$ cat config.mk
export PLATFORM = sky130hd
export DESIGN_NAME = hazard_detect_unit
export DESIGN_NICKNAME = d
export VERILOG_FILES = /design/src/rtl/hazard_pkg.sv /design/src/rtl/hdu_slot_pipe.sv /design/src/rtl/hazard_detect_unit.sv
export SDC_FILE = /design/constraint.sdc
export NUM_CORES = 1
export LEC_CHECK = 0
export BUFFER_PORTS_ARGS = -buffer_cell sky130_fd_sc_hd__buf_2
export CAP_MARGIN = 10
export CORE_UTILIZATION = 28
export DETAILED_ROUTE_END_ITERATION = 10
export PLACE_DENSITY = 0.55
export SYNTH_ARGS = -nofsm -noshare
export SYNTH_HDL_FRONTEND = slang
export SYNTH_SLANG_ARGS = --single-unit
$ cat constraint.sdc
create_clock -name clk -period 1.65 [get_ports clk]
set_input_delay 0 -clock clk [delete_from_list [all_inputs] [get_ports clk]]
set_output_delay 0 -clock clk [all_outputs]
set_load 0.02 [all_outputs]
$ cat src/rtl/hazard_pkg.sv
// Shared types and constants for the hazard detection unit and its benches.
package hazard_pkg;

    // Register-index width. The slot struct below is sized from this value.
    localparam int REG_W_DEF = 5;

    // Operand source select encoding used by fwd_sel_a/fwd_sel_b.
    typedef logic [1:0] fwd_sel_t;
    localparam fwd_sel_t FWD_NONE = 2'b00;
    localparam fwd_sel_t FWD_EX   = 2'b01;
    localparam fwd_sel_t FWD_MEM  = 2'b10;

    // Descriptor carried by each in-flight pipeline slot (EX, MEM, WB).
    typedef struct packed {
        logic                 valid;
        logic [REG_W_DEF-1:0] rd;
        logic                 is_load;
        logic                 is_store;
        logic                 is_branch;
        logic                 pred_taken;
    } slot_t;

    // Downstream resolver state encoding; kept here so benches can decode it.
    typedef enum logic [2:0] {
        NOR  = 3'd0,
        DAT  = 3'd1,
        FWD  = 3'd2,
        STR  = 3'd3,
        CTL  = 3'd4,
        BRN  = 3'd5,
        STAN = 3'd6
    } resolver_state_t;

    // A source hits a slot when it names a real register that the slot writes.
    function automatic logic src_match(input logic [REG_W_DEF-1:0] src,
                                       input slot_t                s);
        return (src != '0) && s.valid && (s.rd == src);
    endfunction

endpackage

$ cat src/rtl/hdu_slot_pipe.sv
// EX/MEM/WB shadow shift register with flush and freeze handling.
module hdu_slot_pipe
    import hazard_pkg::*;
(
    input  logic  clk,
    input  logic  rst,
    input  logic  freeze_i,
    input  logic  flush_i,
    input  slot_t id_slot_i,
    output slot_t ex_o,
    output slot_t mem_o,
    output slot_t wb_o,
    output logic  mem_enter_o
);

    slot_t ex_q, ex_d;
    slot_t mem_q, mem_d;
    slot_t wb_q, wb_d;

    // Next-slot selection: flush drops ID and squashes EX, freeze bubbles EX.
    always_comb begin
        ex_d  = id_slot_i;
        mem_d = ex_q;
        wb_d  = mem_q;
        if (flush_i) begin
            ex_d        = ex_q;
            ex_d.valid  = 1'b0;
            mem_d.valid = 1'b0;
        end else if (freeze_i) begin
            ex_d       = ex_q;
            ex_d.valid = 1'b0;
        end
    end

    // Slot registers; reset leaves every slot invalid.
    always_ff @(posedge clk) begin
        if (rst) begin
            ex_q  <= '0;
            mem_q <= '0;
            wb_q  <= '0;
        end else begin
            ex_q  <= ex_d;
            mem_q <= mem_d;
            wb_q  <= wb_d;
        end
    end

    assign ex_o        = ex_q;
    assign mem_o       = mem_q;
    assign wb_o        = wb_q;
    assign mem_enter_o = mem_d.valid && (mem_d.is_load || mem_d.is_store);

endmodule

$ cat src/rtl/hazard_detect_unit.sv
// Hazard detection: compares the ID instruction against in-flight slots and
// registers the resolver condition flags and forwarding selects.
// REG_W must match hazard_pkg::REG_W_DEF, which sizes the slot descriptors.
module hazard_detect_unit
    import hazard_pkg::*;
#(
    parameter int REG_W        = REG_W_DEF,
    parameter int MEM_BUSY_CYC = 2
) (
    input  logic             clk,
    input  logic             rst,
    input  logic             id_valid,
    input  logic [REG_W-1:0] id_rs1,
    input  logic [REG_W-1:0] id_rs2,
    input  logic [REG_W-1:0] id_rd,
    input  logic             id_is_load,
    input  logic             id_is_store,
    input  logic             id_is_branch,
    input  logic             id_pred_taken,
    input  logic             ex_br_resolve,
    input  logic             ex_br_taken,
    input  logic             pc_freeze,
    input  logic             do_flush,
    output logic             data,
    output logic             fwrd,
    output logic             str,
    output logic             ctrl,
    output logic             branch,
    output logic             crct,
    output logic [1:0]       fwd_sel_a,
    output logic [1:0]       fwd_sel_b
);

    localparam logic [2:0] BUSY_RELOAD = 3'(MEM_BUSY_CYC - 1);

    slot_t id_slot;
    slot_t ex_slot, mem_slot, wb_slot;
    logic  mem_enter;

    logic [2:0] mem_busy_q, mem_busy_d;

    logic rs1_ex, rs1_mem, rs2_ex, rs2_mem;
    logic data_d, fwrd_d, str_d, ctrl_d, branch_d, crct_d;
    fwd_sel_t sel_a_d, sel_b_d;

    logic data_q, fwrd_q, str_q, ctrl_q, branch_q, crct_q;
    fwd_sel_t sel_a_q, sel_b_q;

    // WB and a few descriptor fields are only observed, never compared.
    logic unused_slot_bits;
    assign unused_slot_bits = ^{wb_slot, ex_slot.is_store, mem_slot.is_load,
                                mem_slot.is_store, mem_slot.is_branch,
                                mem_slot.pred_taken};

    // Pack the decode instruction into a slot descriptor for the pipe.
    always_comb begin
        id_slot            = '0;
        id_slot.valid      = id_valid;
        id_slot.rd         = id_rd;
        id_slot.is_load    = id_is_load;
        id_slot.is_store   = id_is_store;
        id_slot.is_branch  = id_is_branch;
        id_slot.pred_taken = id_pred_taken;
    end

    hdu_slot_pipe u_pipe (
        .clk        (clk),
        .rst        (rst),
        .freeze_i   (pc_freeze),
        .flush_i    (do_flush),
        .id_slot_i  (id_slot),
        .ex_o       (ex_slot),
        .mem_o      (mem_slot),
        .wb_o       (wb_slot),
        .mem_enter_o(mem_enter)
    );

    // Memory-port busy timer: reload on a load/store entering MEM, else count down.
    always_comb begin
        mem_busy_d = mem_busy_q;
        if (mem_enter) begin
            mem_busy_d = BUSY_RELOAD;
        end else if (mem_busy_q != 3'd0) begin
            mem_busy_d = mem_busy_q - 3'd1;
        end
    end

    // Busy timer register; a flush does not clear an occupied port.
    always_ff @(posedge clk) begin
        if (rst) begin
            mem_busy_q <= 3'd0;
        end else begin
            mem_busy_q <= mem_busy_d;
        end
    end

    // Hazard terms from the current ID instruction and EX/MEM slots.
    always_comb begin
        rs1_ex  = src_match(id_rs1, ex_slot);
        rs1_mem = src_match(id_rs1, mem_slot);
        rs2_ex  = src_match(id_rs2, ex_slot);
        rs2_mem = src_match(id_rs2, mem_slot);

        data_d   = id_valid && (rs1_ex || rs1_mem || rs2_ex || rs2_mem);
        // A load still in EX has no result yet, so it cannot be forwarded.
        fwrd_d   = data_d && !((rs1_ex || rs2_ex) && ex_slot.is_load);
        str_d    = id_valid && (id_is_load || id_is_store) && (mem_busy_q != 3'd0);
        ctrl_d   = (id_valid && id_is_branch) ||
                   (ex_slot.valid && ex_slot.is_branch && !ex_br_resolve);
        branch_d = ex_slot.valid && ex_slot.is_branch && ex_br_resolve;
        crct_d   = branch_d && (ex_br_taken == ex_slot.pred_taken);

        sel_a_d = FWD_NONE;
        if (rs1_ex && !ex_slot.is_load) begin
            sel_a_d = FWD_EX;
        end else if (rs1_mem) begin
            sel_a_d = FWD_MEM;
        end

        sel_b_d = FWD_NONE;
        if (rs2_ex && !ex_slot.is_load) begin
            sel_b_d = FWD_EX;
        end else if (rs2_mem) begin
            sel_b_d = FWD_MEM;
        end
    end

    // Output registers: one cycle of latency to line up with the resolver.
    always_ff @(posedge clk) begin
        if (rst) begin
            data_q   <= 1'b0;
            fwrd_q   <= 1'b0;
            str_q    <= 1'b0;
            ctrl_q   <= 1'b0;
            branch_q <= 1'b0;
            crct_q   <= 1'b0;
            sel_a_q  <= FWD_NONE;
            sel_b_q  <= FWD_NONE;
        end else begin
            data_q   <= data_d;
            fwrd_q   <= fwrd_d;
            str_q    <= str_d;
            ctrl_q   <= ctrl_d;
            branch_q <= branch_d;
            crct_q   <= crct_d;
            sel_a_q  <= sel_a_d;
            sel_b_q  <= sel_b_d;
        end
    end

    assign data      = data_q;
    assign fwrd      = fwrd_q;
    assign str       = str_q;
    assign ctrl      = ctrl_q;
    assign branch    = branch_q;
    assign crct      = crct_q;
    assign fwd_sel_a = sel_a_q;
    assign fwd_sel_b = sel_b_q;

endmodule

# Yosys cells after proc, flatten, opt, wreduce, memory -nomap -nowiden

Cells that the tools add are included.

Register bits after elaboration: 29
Bits of input ports: 26
Output and inout port bits: 10
Logic and storage cells: 75

$add $sub $neg: 1
Equality and inequality tests: 5
Mux-type cells: 7
Bitwise logic cells: 2
Reduce and logical (&&, ||, !) cells: 40

Operators with widths:

| cell                  | number |
|---|---|
| $logic_and A1 B1 Y1   | 21 |
| $eq A5 B5 Y1          | 4 |
| $reduce_bool A5 Y1    | 2 |
| $logic_or A1 B1 Y1    | 7 |
| $reduce_or A2 Y1      | 3 |
| $mux W1               | 5 |
| $mux W2               | 2 |
| $logic_not A1 Y1      | 3 |
| $reduce_bool A3 Y1    | 1 |
| $reduce_or A3 Y1      | 1 |
| $sub A3 B1 Y3 const B | 1 |
| $not A1 Y1            | 2 |
| $reduce_and A2 Y1     | 1 |
| $reduce_bool A2 Y1    | 1 |
| $eq A1 B1 Y1          | 1 |

# Depth between registers and ports, before layout

Depth in word-level cells: 8
Mapped depth: 5

# Hierarchy

A second synthesis with hierarchy kept.

Cells, all modules: 166
Area total of the unflattened synthesis: 1810.5 um^2

Modules (own cells, without submodules):

| module             | times used | cells each | area an instance (um^2) | seq. area each (um^2) |
|---|---|---|---|---|
| hdu_slot_pipe      | 1          | 85         | 1052.3                  | 600.6 |
| hazard_detect_unit | 1          | 81         | 758.2                   | 260.2 |

# Worst setup path after synthesis

Ideal clock, no wire load.

Path kind: register -> register
Start: reg u_pipe.ex_q, in the netlist u_pipe.ex_o[6]
End: reg fwrd_q (netlist: fwrd)
Data arrival time: 1150 ps
Required time: 1527 ps
Path slack: 376 ps
Stages on the path, launching flop included: 6
Path buffers: 0
Period minus slack after synthesis: 1274 ps
Path through: dfxtp_1 > xnor2_1 > nand4_1 > nor4_2 > o21a_1 > nor3_1

Cells in the longest elaborated chain, start to end: 7
Elaborated cells on any way between the ends: 12
Those cells by class: 2 x eq/ne; 10 x reduce/logical

Ends and longest elaborated chain:

| what                            | line                      | RTL |
|---|---|---|
| start, declared                 | hdu_slot_pipe.sv:16       | `slot_t ex_q, ex_d;` |
| start signal, assigned          | hdu_slot_pipe.sv:38       | `ex_q <= '0;` |
| start signal, assigned          | hdu_slot_pipe.sv:42       | `ex_q <= ex_d;` |
| $eq A5 B5 Y1                    | hazard_pkg.sv:37          | `return (src != '0) && s.valid && (s.rd == src);` |
| $logic_and A1 B1 Y1             | hazard_pkg.sv:37          |  |
| $logic_or A1 B1 Y1 (3 in a row) | hazard_detect_unit.sv:104 | `data_d = id_valid && (rs1_ex \|\| rs1_mem \|\| rs2_ex \|\| rs2_mem);` |
| $logic_and A1 B1 Y1             | hazard_detect_unit.sv:104 |  |
| $logic_and A1 B1 Y1 (*)         | hazard_detect_unit.sv:106 | `fwrd_d = data_d && !((rs1_ex \|\| rs2_ex) && ex_slot.is_load);` |
| end signal, assigned            | hazard_detect_unit.sv:141 | `fwrd_q <= fwrd_d;` |
| end, declared                   | hazard_detect_unit.sv:46  | `logic data_q, fwrd_q, str_q, ctrl_q, branch_q, crct_q;` |

Mark *: on every way between the ends. The rest lies on a longest branch, timed or not.
A chain may end at the register's enable or synchronous reset.

# Worst setup path in the final report

Start: reg u_pipe.mem_q, in the netlist u_pipe.mem_o[6]
End: reg sel_a_q[1] (netlist: fwd_sel_a[1])

Cells in the longest elaborated chain, start to end: 3

Ends and longest elaborated chain:

| what                   | line                      | RTL |
|---|---|---|
| start, declared        | hdu_slot_pipe.sv:17       | `slot_t mem_q, mem_d;` |
| start signal, assigned | hdu_slot_pipe.sv:43       | `mem_q <= mem_d;` |
| $eq A5 B5 Y1           | hazard_pkg.sv:37          |  |
| $logic_and A1 B1 Y1    | hazard_pkg.sv:37          |  |
| $mux W2                | hazard_detect_unit.sv:116 | `end else if (rs1_mem) begin` |
| end signal, assigned   | hazard_detect_unit.sv:146 | `sel_a_q <= sel_a_d;` |
| end, declared          | hazard_detect_unit.sv:47  | `fwd_sel_t sel_a_q, sel_b_q;` |

No other way between the ends.

==> flow_summary.ini <==
[run_status]
status = complete, no violations

[floorplan]
start_util_pct = 29.1
num_rows = 24
core-area_um2 = 4320
die_w_um = 69.0
io_pins = 36
die_h_um = 69.0
die_area_um2 = 4760

[layout]
drive_gt1_share_pct = 26.3
nets = 217
diodes = 0
synthToLayoutAreaGrowth_pct = 38.8
final_cell_mix = 35 x buf_2, 29 x dfxtp_1, 19 x nand2_1, 14 x xnor2_1, 13 x a21oi_1
final_common_cell = buf_2
num-fill-cells = 470

[logic_synthesis]
synth_nets = 165
yosysSeqAreaShare_pct = 46.2
synth_mux_area_share_pct = 0.796
syn_area_um2 = 1260
ys_seq_elements = 29
syn_area_per_cell_um2 = 9.18
synth_top_family_by_area = simple AND/OR/NAND/NOR gates
syn_inst = 137
synth_cell_type_count = 27
yosysWarnings = 0
synth_simple_gate_area_share_pct = 26.3
yosys.area_share.adder_pct = 1.99
synth_compound_area_share_pct = 7.36
synth_xor_area_share_pct = 15.3

[critical_path]
path_cells = xnor2_1, nand4_1, nor4_1, nand2b_1, a21oi_1
slowest_stage = nor4_1
path_class = reg2reg
end_kind = register
cp_top_family = simple AND/OR/NAND/NOR gates
cp_max_fo = 2
critical_path.max_stage_delay_ns = 0.55
critPathLaunchType = register
worstPathArrival_ns = 1.66
cp.required_ns = 1.86
crit_buf_inv = 0

[placed_design]
portBuffers = 35
place_congestion = 0.818
dp_hpwl_um = 1950

[drt]
drt_wl_total_um = 2590
first_pass_iters = 4
drc_errors = 0
initialDrtViolationCount = 24
routedWlPerCell_um = 10.7
vias = 1048
via_per_inst = 4.33
ant_nets = 0

[timing]
rsz0062_at_grt = false
setup-violations-final = 0
fin_crit_ns = 1.44
worstMarginPinSlew_ns = 0.707
setup_tns_ns = 0
hold_violations = 0
finalCritPeriodShare_pct = 87.5
max_freq_ghz = 0.693
fin_skew_ns = 0.00385
slew_violations = 0
max_slew_margin_pct = 52.5

[grt]
antenna_found_initial = 0
grt.total_usage_pct = 12.7
gr-total-overflow = 0
grt_pass1_wl_um = 4710
grt_pass1_vias = 1058
grt_max_degree = 24

[cts]
cts_resized = 0
clockBufferDepth = 2
insertion_delay_ns = 0.28
htree_levels = 2
cts_tree = built
cts_inserted_buffers = 5
post_cts_buffers = 0
hold_buffers = 11
cts-root-buf = clkbuf_8
clock_sinks = 29
clk_pin_slew_worst_paths_ns = 0.06

[min_path]
hold_class = in2reg

[pwr]
leakage_nw = 0.736
peakVddDrop_mv = 0.481
power_density_nw_per_um2 = 1130
p_total_mw = 1.97

[flow_run]
maxCapViolCount = 0
## report_power, final
group          switching, mW  leakage [nW]  internal [mW]
combinational          0.156         0.432          0.157
clock                  0.278        0.0681          0.599
sequential            0.0316         0.236          0.752
## final cells by class
cell class	instances	area (um^2)	share of cell area [%]
Inverter	4	15.0	0.860
Clock inverter	3	65.1	3.73
Multi-Input combinational cell	101	651	37.3
Timing Repair Buffer	48	300	17.2
Tap cell	52	65.1	3.73
Clock buffer	5	68.8	3.94
Sequential cell	29	581	33.3
## worst min-delay path, cell delays in order
cell,delay (ns)
buf_2,0.08
xnor2_1,0.05
and2_1,0.14
## flip-flops by register name, indices dropped and copies added, names as in the netlist, 2 cells and up
register / cells
u_pipe.ex_o: 10
u_pipe.mem_o: 6
fwd_sel_b: 2
mem_busy_q: 3
fwd_sel_a: 2
## Yosys cell counts, drive strengths merged
| cell | number | share of area (%) |
|---|---|---|
| ha | 2 | 2.0 |
| a21oi | 13 | 5.2 |
| inv | 4 | 1.2 |
| nor4 | 5 | 4.7 |
| nand2 | 19 | 5.7 |
| dfxtp | 29 | 46 |
| nor2b | 6 | 3.0 |
| and3 | 1 | 0.50 |
| o21ai | 1 | 0.40 |
| nor3 | 1 | 0.40 |
| clkbuf | 3 | 0.90 |
| or4 | 2 | 1.2 |
| and2 | 2 | 0.99 |
| or2 | 1 | 0.50 |
| nor2 | 11 | 3.7 |
| o211ai | 1 | 0.60 |
| xor2 | 8 | 5.6 |
| nand2b | 5 | 2.5 |
| mux2i | 1 | 0.80 |
| nand4 | 4 | 2.0 |
| a211oi | 1 | 0.60 |
| nor3b | 2 | 1.2 |
| xnor2 | 14 | 9.8 |
| o21a | 1 | 0.60 |
## metal layers
layer | global-route usage, % | vias up | routed length [um]
met5 | 0 | - | 0
met4 | 5.44 | 0 | 47
met3 | 5.41 | 7 | 172
met2 | 20.5 | 26 | 1200
met1 | 14.7 | 457 | 1170
li1 | - | 558 | -
## through the flow
step	hold WS, ns	setup WS, ns	utilization, %	std cells	area [um^2]
CTS	0.0288	0.180	40.4	242	1750
floorplan	0.136	0.376	-	137	1260
detailed placement	0.249	0.164	34.7	223	1500
finish	0.0353	0.207	40.4	242	1750
global placement	0.247	0.197	34.7	223	1500
global route	0.0409	0.000426	40.4	242	1750
## path summary, 6_finish.rpt
kind,start,to,slack (ns),cells after the start
worst min-delay path,ex_br_taken,crct$_SDFF_PP0_,0.04,3
worst max register to register,u_pipe.mem_o[6]$_SDFF_PP0_,fwd_sel_a[1]$_SDFF_PP0_,0.21,5
worst min register to register,u_pipe.ex_o[2]$_SDFFE_PP0P_,u_pipe.ex_o[2]$_SDFFE_PP0P_,0.46,2
worst max-delay path,u_pipe.mem_o[6]$_SDFF_PP0_,fwd_sel_a[1]$_SDFF_PP0_,0.21,5
## kinds of logic after synthesis
kind of cell             count (synthesis)
multiplexers                             1
AO/OA/AOI/OAI                           17
adder cells (fa/ha/maj)                  2
flip-flops                              29
buffers and inverters                    7
AND/OR/NAND/NOR                         59
XOR/XNOR                                22
Power figures use the tool's default switching activity.
